File: src/rtl/tag_lookup_seq_pkg.sv
// Shared types and default widths for the tag lookup sequencer.
package tag_lookup_seq_pkg;

    localparam int DEF_DATA_WIDTH = 32;
    localparam int DEF_ADDR_WIDTH = 5;

    // Lookup sequencer states.
    typedef enum logic [2:0] {
        ST_IDLE  = 3'd0,
        ST_ISSUE = 3'd1,
        ST_WAIT  = 3'd2,
        ST_EMIT  = 3'd3,
        ST_DONE  = 3'd4
    } state_t;

endpackage

File: src/rtl/tag_lookup_seq_table.sv
// Tag table: NUM_TAGS entries of {enable, tag} with find-first and
// find-next-enabled lookups used to walk the enabled entries in order.
module tag_lookup_table
    import tag_lookup_seq_pkg::*;
#(
    parameter int  DATA_WIDTH = DEF_DATA_WIDTH,
    parameter int  NUM_TAGS   = 8,
    localparam int TID_W      = (NUM_TAGS > 1) ? $clog2(NUM_TAGS) : 1
) (
    input  logic                  clk,
    input  logic                  rst_n,
    input  logic                  wr,
    input  logic [TID_W-1:0]      wr_idx,
    input  logic [DATA_WIDTH-1:0] wr_data,
    input  logic                  wr_en,
    input  logic [TID_W-1:0]      cur_idx,
    output logic                  first_found,
    output logic [TID_W-1:0]      first_idx,
    output logic [DATA_WIDTH-1:0] first_tag,
    output logic                  next_found,
    output logic [TID_W-1:0]      next_idx,
    output logic [DATA_WIDTH-1:0] next_tag
);

    logic [DATA_WIDTH-1:0] tag_r [NUM_TAGS];
    logic [NUM_TAGS-1:0]   en_r;

    // Table storage: cleared on reset, one entry written per accepted write.
    always_ff @(posedge clk or negedge rst_n) begin
        if (!rst_n) begin
            for (int i = 0; i < NUM_TAGS; i++) begin
                tag_r[i] <= '0;
            end
            en_r <= '0;
        end else if (wr) begin
            tag_r[wr_idx] <= wr_data;
            en_r[wr_idx]  <= wr_en;
        end
    end

    // Priority search from the top down so the lowest matching index wins.
    always_comb begin
        first_found = 1'b0;
        first_idx   = '0;
        next_found  = 1'b0;
        next_idx    = '0;
        for (int i = NUM_TAGS - 1; i >= 0; i--) begin
            first_found = en_r[i] ? 1'b1 : first_found;
            first_idx   = en_r[i] ? TID_W'(i) : first_idx;
            next_found  = (en_r[i] && (TID_W'(i) > cur_idx)) ? 1'b1 : next_found;
            next_idx    = (en_r[i] && (TID_W'(i) > cur_idx)) ? TID_W'(i) : next_idx;
        end
    end

    assign first_tag = tag_r[first_idx];
    assign next_tag  = tag_r[next_idx];

endmodule

File: src/rtl/tag_lookup_seq.sv
// Tag lookup sequencer: on each accepted message window, searches the CAM
// once per enabled tag-table entry (ascending order) and emits one result
// per search through a valid/ready handshake, then pulses done.
module tag_lookup_seq
    import tag_lookup_seq_pkg::*;
#(
    parameter int  DATA_WIDTH = DEF_DATA_WIDTH,
    parameter int  ADDR_WIDTH = DEF_ADDR_WIDTH,
    parameter int  NUM_TAGS   = 8,
    parameter int  SEARCH_LAT = 1,
    localparam int TID_W      = (NUM_TAGS > 1) ? $clog2(NUM_TAGS) : 1
) (
    input  logic                  clk,
    input  logic                  rst_n,
    input  logic                  tag_wr_i,
    input  logic [TID_W-1:0]      tag_wr_idx_i,
    input  logic [DATA_WIDTH-1:0] tag_wr_data_i,
    input  logic                  tag_wr_en_i,
    output logic                  tag_wr_err_o,
    input  logic                  msg_valid_i,
    input  logic [ADDR_WIDTH-1:0] msg_start_i,
    input  logic [ADDR_WIDTH-1:0] msg_end_i,
    output logic                  msg_ready_o,
    output logic                  cam_search_o,
    output logic [DATA_WIDTH-1:0] cam_find_tag_o,
    output logic [ADDR_WIDTH-1:0] cam_start_index_o,
    output logic [ADDR_WIDTH-1:0] cam_end_index_o,
    input  logic                  cam_match_i,
    input  logic [ADDR_WIDTH-1:0] cam_index_i,
    output logic                  res_valid_o,
    input  logic                  res_ready_i,
    output logic [TID_W-1:0]      res_tag_id_o,
    output logic                  res_found_o,
    output logic [ADDR_WIDTH-1:0] res_index_o,
    output logic                  busy_o,
    output logic                  done_o
);

    // Last WAIT cycle: the CAM answer is valid SEARCH_LAT cycles after the strobe.
    localparam logic [2:0] LAT_LAST = 3'(SEARCH_LAT);

    state_t                state_r;
    logic [TID_W-1:0]      ptr_r;
    logic [ADDR_WIDTH-1:0] start_r;
    logic [ADDR_WIDTH-1:0] end_r;
    logic [2:0]            lat_cnt_r;
    logic                  busy_r;
    logic                  done_r;
    logic                  tag_wr_err_r;
    logic                  cam_search_r;
    logic [DATA_WIDTH-1:0] cam_find_tag_r;
    logic [ADDR_WIDTH-1:0] cam_start_r;
    logic [ADDR_WIDTH-1:0] cam_end_r;
    logic                  res_valid_r;
    logic [TID_W-1:0]      res_tag_id_r;
    logic                  res_found_r;
    logic [ADDR_WIDTH-1:0] res_index_r;

    logic                  wr_accept_s;
    logic                  first_found_s;
    logic [TID_W-1:0]      first_idx_s;
    logic [DATA_WIDTH-1:0] first_tag_s;
    logic                  next_found_s;
    logic [TID_W-1:0]      next_idx_s;
    logic [DATA_WIDTH-1:0] next_tag_s;

    // The table is frozen from acceptance on: a write in the acceptance
    // cycle or while busy is dropped.
    assign wr_accept_s = tag_wr_i & ~busy_r & ~msg_valid_i;

    tag_lookup_table #(
        .DATA_WIDTH (DATA_WIDTH),
        .NUM_TAGS   (NUM_TAGS)
    ) u_table (
        .clk         (clk),
        .rst_n       (rst_n),
        .wr          (wr_accept_s),
        .wr_idx      (tag_wr_idx_i),
        .wr_data     (tag_wr_data_i),
        .wr_en       (tag_wr_en_i),
        .cur_idx     (ptr_r),
        .first_found (first_found_s),
        .first_idx   (first_idx_s),
        .first_tag   (first_tag_s),
        .next_found  (next_found_s),
        .next_idx    (next_idx_s),
        .next_tag    (next_tag_s)
    );

    // Sequencer FSM with all outputs registered.
    always_ff @(posedge clk or negedge rst_n) begin
        if (!rst_n) begin
            state_r        <= ST_IDLE;
            ptr_r          <= '0;
            start_r        <= '0;
            end_r          <= '0;
            lat_cnt_r      <= 3'd0;
            busy_r         <= 1'b0;
            done_r         <= 1'b0;
            tag_wr_err_r   <= 1'b0;
            cam_search_r   <= 1'b0;
            cam_find_tag_r <= '0;
            cam_start_r    <= '0;
            cam_end_r      <= '0;
            res_valid_r    <= 1'b0;
            res_tag_id_r   <= '0;
            res_found_r    <= 1'b0;
            res_index_r    <= '0;
        end else begin
            tag_wr_err_r <= tag_wr_i & ~wr_accept_s;
            case (state_r)
                ST_IDLE: begin
                    if (msg_valid_i) begin
                        start_r <= msg_start_i;
                        end_r   <= msg_end_i;
                        busy_r  <= 1'b1;
                        if (first_found_s) begin
                            ptr_r          <= first_idx_s;
                            cam_search_r   <= 1'b1;
                            cam_find_tag_r <= first_tag_s;
                            cam_start_r    <= msg_start_i;
                            cam_end_r      <= msg_end_i;
                            state_r        <= ST_ISSUE;
                        end else begin
                            state_r <= ST_DONE;
                        end
                    end
                end
                ST_ISSUE: begin
                    cam_search_r   <= 1'b0;
                    cam_find_tag_r <= '0;
                    cam_start_r    <= '0;
                    cam_end_r      <= '0;
                    lat_cnt_r      <= 3'd1;
                    state_r        <= ST_WAIT;
                end
                ST_WAIT: begin
                    if (lat_cnt_r >= LAT_LAST) begin
                        res_valid_r  <= 1'b1;
                        res_tag_id_r <= ptr_r;
                        res_found_r  <= cam_match_i;
                        res_index_r  <= cam_match_i ? cam_index_i : '0;
                        lat_cnt_r    <= 3'd0;
                        state_r      <= ST_EMIT;
                    end else begin
                        lat_cnt_r <= lat_cnt_r + 3'd1;
                    end
                end
                ST_EMIT: begin
                    if (res_ready_i) begin
                        res_valid_r  <= 1'b0;
                        res_tag_id_r <= '0;
                        res_found_r  <= 1'b0;
                        res_index_r  <= '0;
                        if (next_found_s) begin
                            ptr_r          <= next_idx_s;
                            cam_search_r   <= 1'b1;
                            cam_find_tag_r <= next_tag_s;
                            cam_start_r    <= start_r;
                            cam_end_r      <= end_r;
                            state_r        <= ST_ISSUE;
                        end else begin
                            done_r  <= 1'b1;
                            state_r <= ST_DONE;
                        end
                    end
                end
                ST_DONE: begin
                    // Entered with done already set after a result; from IDLE
                    // (nothing enabled) it takes one extra cycle to raise it.
                    if (done_r) begin
                        done_r  <= 1'b0;
                        busy_r  <= 1'b0;
                        ptr_r   <= '0;
                        state_r <= ST_IDLE;
                    end else begin
                        done_r <= 1'b1;
                    end
                end
                default: begin
                    busy_r       <= 1'b0;
                    done_r       <= 1'b0;
                    cam_search_r <= 1'b0;
                    res_valid_r  <= 1'b0;
                    state_r      <= ST_IDLE;
                end
            endcase
        end
    end

    assign msg_ready_o       = ~busy_r;
    assign busy_o            = busy_r;
    assign done_o            = done_r;
    assign tag_wr_err_o      = tag_wr_err_r;
    assign cam_search_o      = cam_search_r;
    assign cam_find_tag_o    = cam_find_tag_r;
    assign cam_start_index_o = cam_start_r;
    assign cam_end_index_o   = cam_end_r;
    assign res_valid_o       = res_valid_r;
    assign res_tag_id_o      = res_tag_id_r;
    assign res_found_o       = res_found_r;
    assign res_index_o       = res_index_r;

endmodule

File: config.mk
export PLATFORM = sky130hd
export DESIGN_NAME = tag_lookup_seq
export DESIGN_NICKNAME = d
export VERILOG_FILES = /design/src/rtl/tag_lookup_seq_pkg.sv /design/src/rtl/tag_lookup_seq_table.sv /design/src/rtl/tag_lookup_seq.sv
export SDC_FILE = /design/constraint.sdc
export NUM_CORES = 1
export LEC_CHECK = 0
export BUFFER_PORTS_ARGS = -buffer_cell sky130_fd_sc_hd__buf_4
export CORE_MARGIN = 1
export CORE_UTILIZATION = 25
export CTS_CLUSTER_SIZE = 25
export DETAILED_ROUTE_END_ITERATION = 10
export GPL_TIMING_DRIVEN = 0
export HOLD_SLACK_MARGIN = 0.05
export PLACE_DENSITY_LB_ADDON = 0.05
export SLEW_MARGIN = 20
export SYNTH_ARGS = -nofsm -noshare
export SYNTH_HDL_FRONTEND = slang
export SYNTH_HIERARCHICAL = 1
export SYNTH_SLANG_ARGS = --single-unit
File: constraint.sdc
create_clock -name clk -period 5.9 [get_ports clk]
set_clock_uncertainty 0.1 [all_clocks]
set_input_delay 0.59 -clock clk [delete_from_list [all_inputs] [get_ports clk]]
set_output_delay 0.59 -clock clk [all_outputs]
set_load 0.01 [all_outputs]
# Word-level counts from Yosys, hierarchy flattened

Cells that the tools add are included.

Flip-flop bits (word level): 339
Input bits: 57
Output and inout port bits: 57
Logic and storage cells: 190

$add $sub $neg: 1
Magnitude comparators: 15
Equal/unequal tests: 11
Mux-type cells: 97
Bitwise gates (word level): 13
Reduce and logical (&&, ||, !) cells: 28

Operators with widths:

| kind                                                      | count |
|---|---|
| 32-bit two-way mux                                        | 9 |
| 256-bit bitwise mux                                       | 1 |
| 32-bit binary-select mux with 3-bit select                | 2 |
| 32-bit demux with 3-bit select                            | 1 |
| 32-bit one-hot mux with 3 select lines                    | 1 |
| 3-bit two-way mux                                         | 29 |
| 5-bit two-way mux                                         | 11 |
| 5-bit one-hot mux with 3 select lines                     | 2 |
| 1-bit two-way mux                                         | 29 |
| 3-bit one-hot mux with 5 select lines                     | 1 |
| 2-bit != test (second input constant)                     | 7 |
| 4-bit greater-or-equal comparator (second input constant) | 3 |
| 3-bit greater-than comparator (first input constant)      | 4 |
| 3-bit NOT with 4-bit output                               | 3 |
| 1-bit one-hot mux with 3 select lines                     | 4 |
| 3-bit one-hot mux with 2 select lines                     | 2 |
| 3-bit AND reduction                                       | 4 |
| 1-bit logical AND                                         | 10 |
| 5-bit one-hot mux with 2 select lines                     | 1 |
| 5-bit AND reduction                                       | 2 |
| 3-bit one-hot mux with 3 select lines                     | 1 |
| 3-bit OR reduction                                        | 3 |
| 8-bit bitwise mux                                         | 1 |
| 1-bit NOT                                                 | 7 |
| other kinds (19)                                          | 27 |

# Longest topological paths before layout

Depth in word-level cells: 17
Gate-level depth with buffers: 13
Depth with buffers taken out: 9

# Modules after synthesis

Netlist, hierarchy kept.

By module, submodules not included:

| module           | instances | cells each | area each (um^2) | seq. area each (um^2) |
|---|---|---|---|---|
| tag_lookup_table | 1         | 1232       | 15023.2          | 6606.3 |
| tag_lookup_seq   | 1         | 389        | 3663.5           | 1876.8 |

# Worst setup path after synthesis

No wires, ideal clock.

Kind: input port to flip-flop
Start: input port msg_valid_i
End: register u_table/tag_r[195] in the netlist's numbering
Setup time: 0.125 ns
Arrival time: 2.311 ns
Data required time: 5.675 ns
Setup slack: 3.364 ns
Stages: 6
Path buffers: 2
Cell sequence: nor3b_1 clkbuf_1 nand2_1 nor3_1 clkbuf_1 mux2_2

Longest elaborated chain between the ends: 2

Ends and longest elaborated chain:

| item                           | RTL line                   | RTL |
|---|---|---|
| start: declaration             | tag_lookup_seq.sv:20       | `input logic msg_valid_i,` |
| 1-bit NOT                      | tag_lookup_seq.sv:69       | `assign wr_accept_s = tag_wr_i & ~busy_r & ~msg_valid_i;` |
| 1-bit AND                      | tag_lookup_seq.sv:69       |  |
| end signal: indexed assignment | tag_lookup_seq_table.sv:36 | `tag_r[wr_idx] <= wr_data;` |
| end: declaration               | tag_lookup_seq_table.sv:25 | `logic [DATA_WIDTH-1:0] tag_r [NUM_TAGS];` |

No other way between the ends.
A chain may end at the register's enable or synchronous reset.

# Final worst setup path

Start: register ptr_r[0]
End: register cam_find_tag_r[12], in the netlist cam_find_tag_o[12]

Longest elaborated chain between the ends: 17
Elaborated cells between the ends (all ways): 41
Those cells by class: 8 x order compare; 1 x eq/ne; 22 x mux; 1 x bitwise; 9 x reduce/logical

Ends and longest elaborated chain:

| item                                                      | RTL line                   | RTL |
|---|---|---|
| start: declaration                                        | tag_lookup_seq.sv:43       | `logic [TID_W-1:0] ptr_r;` |
| start signal: assignment                                  | tag_lookup_seq.sv:118      | `ptr_r <= first_idx_s;` |
| start signal: assignment                                  | tag_lookup_seq.sv:156      | `ptr_r <= next_idx_s;` |
| 3-bit greater-than comparator                             | tag_lookup_seq_table.sv:51 | `next_idx = (en_r[i] && (TID_W'(i) > cur_idx)) ? TID_W'(i) : next_idx;` |
| 1-bit logical AND                                         | tag_lookup_seq_table.sv:51 |  |
| 3-bit two-way mux (7 in a row)                            | tag_lookup_seq_table.sv:51 |  |
| 3-bit two-way mux (*)                                     | tag_lookup_seq_table.sv:51 |  |
| 3-bit NOT with 4-bit output (not written as such) (*)     | tag_lookup_seq_table.sv:56 | `assign next_tag = tag_r[next_idx];` |
| 32-bit binary-select mux with 3-bit select (*)            | tag_lookup_seq_table.sv:56 |  |
| 32-bit two-way mux (not written as such) (*) (2 in a row) | tag_lookup_seq_table.sv:56 |  |
| via next_tag_s[12]                                        | tag_lookup_seq.sv:65       | `logic [DATA_WIDTH-1:0] next_tag_s;` |
| 32-bit two-way mux (*)                                    | tag_lookup_seq.sv:155      | `if (next_found_s) begin` |
| 32-bit two-way mux (*)                                    | tag_lookup_seq.sv:150      | `if (res_ready_i) begin` |
| 32-bit one-hot mux with 3 select lines (*)                | tag_lookup_seq.sv:111      | `case (state_r)` |
| end signal: assignment                                    | tag_lookup_seq.sv:120      | `cam_find_tag_r <= first_tag_s;` |
| end signal: assignment                                    | tag_lookup_seq.sv:158      | `cam_find_tag_r <= next_tag_s;` |
| end: declaration                                          | tag_lookup_seq.sv:51       | `logic [DATA_WIDTH-1:0] cam_find_tag_r;` |

The timed path passes the listed nets; every way through them passes the cells marked *. The select of a mux whose other input is x is not followed.

==> flow_metrics.env <==
export IMPL_met2WireLength_um=34460
export IMPL_hold_violations=0
export IMPL_synth_common_cells="mux2_2, dfrtp_1, mux2i_1"
export IMPL_tightest_slew_ns=1.204
export IMPL_fin_area_um2=22340
export IMPL_syn_nets=1680
export IMPL_r2r_start="ptr_r[0]"
export IMPL_synth_avg_cell_area_um2=11.53
export IMPL_wl_per_cell_um=26.41
export IMPL_cts_htree_levels=2
export IMPL_place_area_um2=20860
export IMPL_netlist_area_um2=18690
export IMPL_period_needed_ns=3.547
export IMPL_vdd_ir_drop_max_mv=0.5161
export IMPL_cts_setup_buffers=0
export IMPL_port_buffers=109
export IMPL_core_um2=73450
export IMPL_synthTopCellsByArea="dfrtp_1, mux2_2, mux2i_1"
export IMPL_clock_path_buffers=3
export IMPL_die_w_um=275.4
export IMPL_p_leak_nw=10.02
export IMPL_hpwl_um=47720
export IMPL_async_flop_share=1.000
export IMPL_die_h_um=275.4
export IMPL_cp_end_kind="flip-flop"
export IMPL_ctsHoldBuffers=1
export IMPL_synth_largest_area_cell="dfrtp_1"
export IMPL_finalSetupViolations=0
export IMPL_grt_overflow=0
export IMPL_hold_end="tag_wr_err_o"
export IMPL_drt_pass1_iterations=5
export IMPL_max_freq_mhz=281.9
export IMPL_synth_seq_cells=339
export IMPL_drt_initial_drc_count=781
export IMPL_critPathLaunchType="flip-flop"
export IMPL_ys_seq_area_frac=0.4540
export IMPL_dieArea_um2=75850
export IMPL_hold_class="in -> reg"
export IMPL_synth_flop_cell="dfrtp_1"
export IMPL_status="completed"
export IMPL_setup_tns_ns=0
export IMPL_via_per_inst=4.936
export IMPL_stdcell_count=2775
export IMPL_wl_met3_um=2072
export IMPL_synth_most_common_cell="mux2_2"
export IMPL_hp_start="tag_wr_i"
export IMPL_critPathRequiredTime_ns=6.28
export IMPL_netlist_instances=1621
export IMPL_power_density_nw_per_um2=704.8
export IMPL_io_pins=114
export IMPL_maxCapViolations=0
export IMPL_area_delta_synth_final_pct=19.56
export IMPL_topRoutingLayerUsed="met5"
export IMPL_power_total_mw=15.75
export IMPL_antenna_cells=0
export IMPL_clock_latency_ns=0.60
export IMPL_synth_edff_count=0
export IMPL_start_util=0.2544
export IMPL_r2r_slack_ns=2.35
export IMPL_antenna_found_initial=3
export IMPL_place_congestion=0.7827
export IMPL_grt_pass1_vias=14300
export IMPL_clock_sinks=339
export IMPL_grt_use_total=0.1951
export IMPL_grt_max_degree=74
export IMPL_grt_pass1_wl_um=105800
export IMPL_cts_resized=0
export IMPL_root_buffer="clkbuf_16"
export IMPL_cts_reportedPaths_clkPinSlew_ns=0.06
export IMPL_reg2reg_depth=11
export IMPL_r2r_end="cam_find_tag_o[12]"
export IMPL_numCtsBuffers=45
export IMPL_vias=13700
export IMPL_routed_wl_um=73300
export IMPL_drive_above_1_share=0.3678
export IMPL_rsz0062_at_grt="no"
export IMPL_layout_nets=1843
export IMPL_synth_cell_types=61
export IMPL_slew_violations=0
export IMPL_min_path_cells=2
export IMPL_yosys_area_top_type_share=0.4540
export IMPL_yosys_warnings=6
export IMPL_critPathKind="reg -> reg"
export IMPL_relSlewSlack=0.1972
export IMPL_holdWs_ns=0.1472
export IMPL_antenna_left=0
export IMPL_drc=0
export IMPL_crit_fanout=10
export IMPL_num_rows=99
export IMPL_period_share=0.6012
export IMPL_wl_met1_um=35140
export IMPL_cts_tree="done"
export IMPL_dp_cells=2695
export IMPL_arrival_ns=3.93
[metal layers]
metal	vias to the layer above	GRT usage
li1	6239	-
met1	7137	0.2721
met2	233	0.3196
met3	86	0.02279
met4	2	0.04812
met5	-	0
[registers in the layout, indices dropped and copies added (netlist names), 3 cells and up]
signal / cells
lat_cnt_r: 3
cam_find_tag_o: 32
start_r: 5
u_table/tag_r: 256
u_table/en_r: 8
end_r: 5
cam_start_index_o: 5
cam_end_index_o: 5
ptr_r: 3
res_index_o: 5
res_tag_id_o: 3
state_r: 3
[cells in the final DEF (no fill, tap or decap), drive strengths merged, types with 2 or more instances in the layout]
cell type	n
clkbuf	128
nor2	12
nor3b	3
nor4b	2
and3	42
o31ai	3
ha	2
mux2	369
nand3b	36
or2	3
nand2b	4
nor2b	5
nand3	74
a31o	2
a211oi	2
o21ai	61
or3b	2
a21boi	2
a32oi	2
o221ai	35
nand4	3
dfrtp	339
mux2i	195
nor3	3
nand4b	5
inv	19
a21oi	84
clkinv	8
buf	187
o21bai	6
a22o	2
nand2	157
nor4	3
[cell families (layout without fill, tap and decap cells)]
family	Yosys count	in the layout	share of synthesized area
flip-flops	339	339	0.4540
adder cells (fa/ha/maj)	2	2	0.001339
buffers and inverters	148	343	0.03917
multiplexers	564	564	0.3268
AO/OA/AOI/OAI	211	211	0.08042
AND/OR/NAND/NOR	357	357	0.09829
[metrics by stage]
| stage | worst slack (ns) | utilization |
|---|---|---|
| 3_5_place_dp | 2.275 | 0.2840 |
| 4_1_cts | 2.386 | 0.3042 |
| 5_1_grt | 2.160 | 0.3042 |
| 2_1_floorplan | 3.364 | - |
| 3_3_place_gp | 0.3245 | 0.2819 |
| 6_report | 2.353 | 0.3042 |
[where the power goes]
| part | internal (mW) | total [mW] | switching (mW) | leakage, nW |
|---|---|---|---|---|
| logic | 3.58 | 9.05 | 5.47 | 4.90 |
| clock network | 1.62 | 2.75 | 1.12 | 0.734 |
| registers | 3.26 | 3.95 | 0.691 | 4.38 |
| total | 8.46 | 15.7 | 7.28 | 10.0 |
[worst max-delay path, stage by stage, from the launching register on]
cell and delay, ns:
dfrtp_1 0.48, inv_1 0.12, a21oi_1 0.09, o311ai_1 0.59, buf_4 0.30, buf_6 0.23
buf_2 0.55, mux2i_1 0.30, o221ai_2 0.13, and3_1 0.19, a21oi_1 0.26, o21ai_1 0.11
[worst max path at each step]
stage / cells past startpoint / slack (ns) / from / to
2_1_floorplan: 6 / 3.36 / msg_valid_i / u_table/tag_r[195]
3_3_place_gp: 1 / 0.32 / rst_n / u_table/tag_r[165]
3_5_place_dp: 7 / 2.28 / msg_valid_i / u_table/tag_r[253]
4_1_cts: 11 / 2.39 / ptr_r[0] / cam_find_tag_o[12]
5_1_grt: 11 / 2.16 / ptr_r[0] / cam_find_tag_o[12]
6_report: 11 / 2.35 / ptr_r[0] / cam_find_tag_o[12]
[cell type report]
cell class / instances / area [um2]
clock inverter: 9 / 71.32
sequential: 339 / 8483
clock buffer: 70 / 1400
timing repair buffer: 116 / 964.7
multi-input combinational: 1134 / 9492
tap: 959 / 1200
buffer: 130 / 664.4
fill: 7546 / 51110
inverter: 18 / 67.56
No activity file was read; power rests on OpenSTA's default activity.
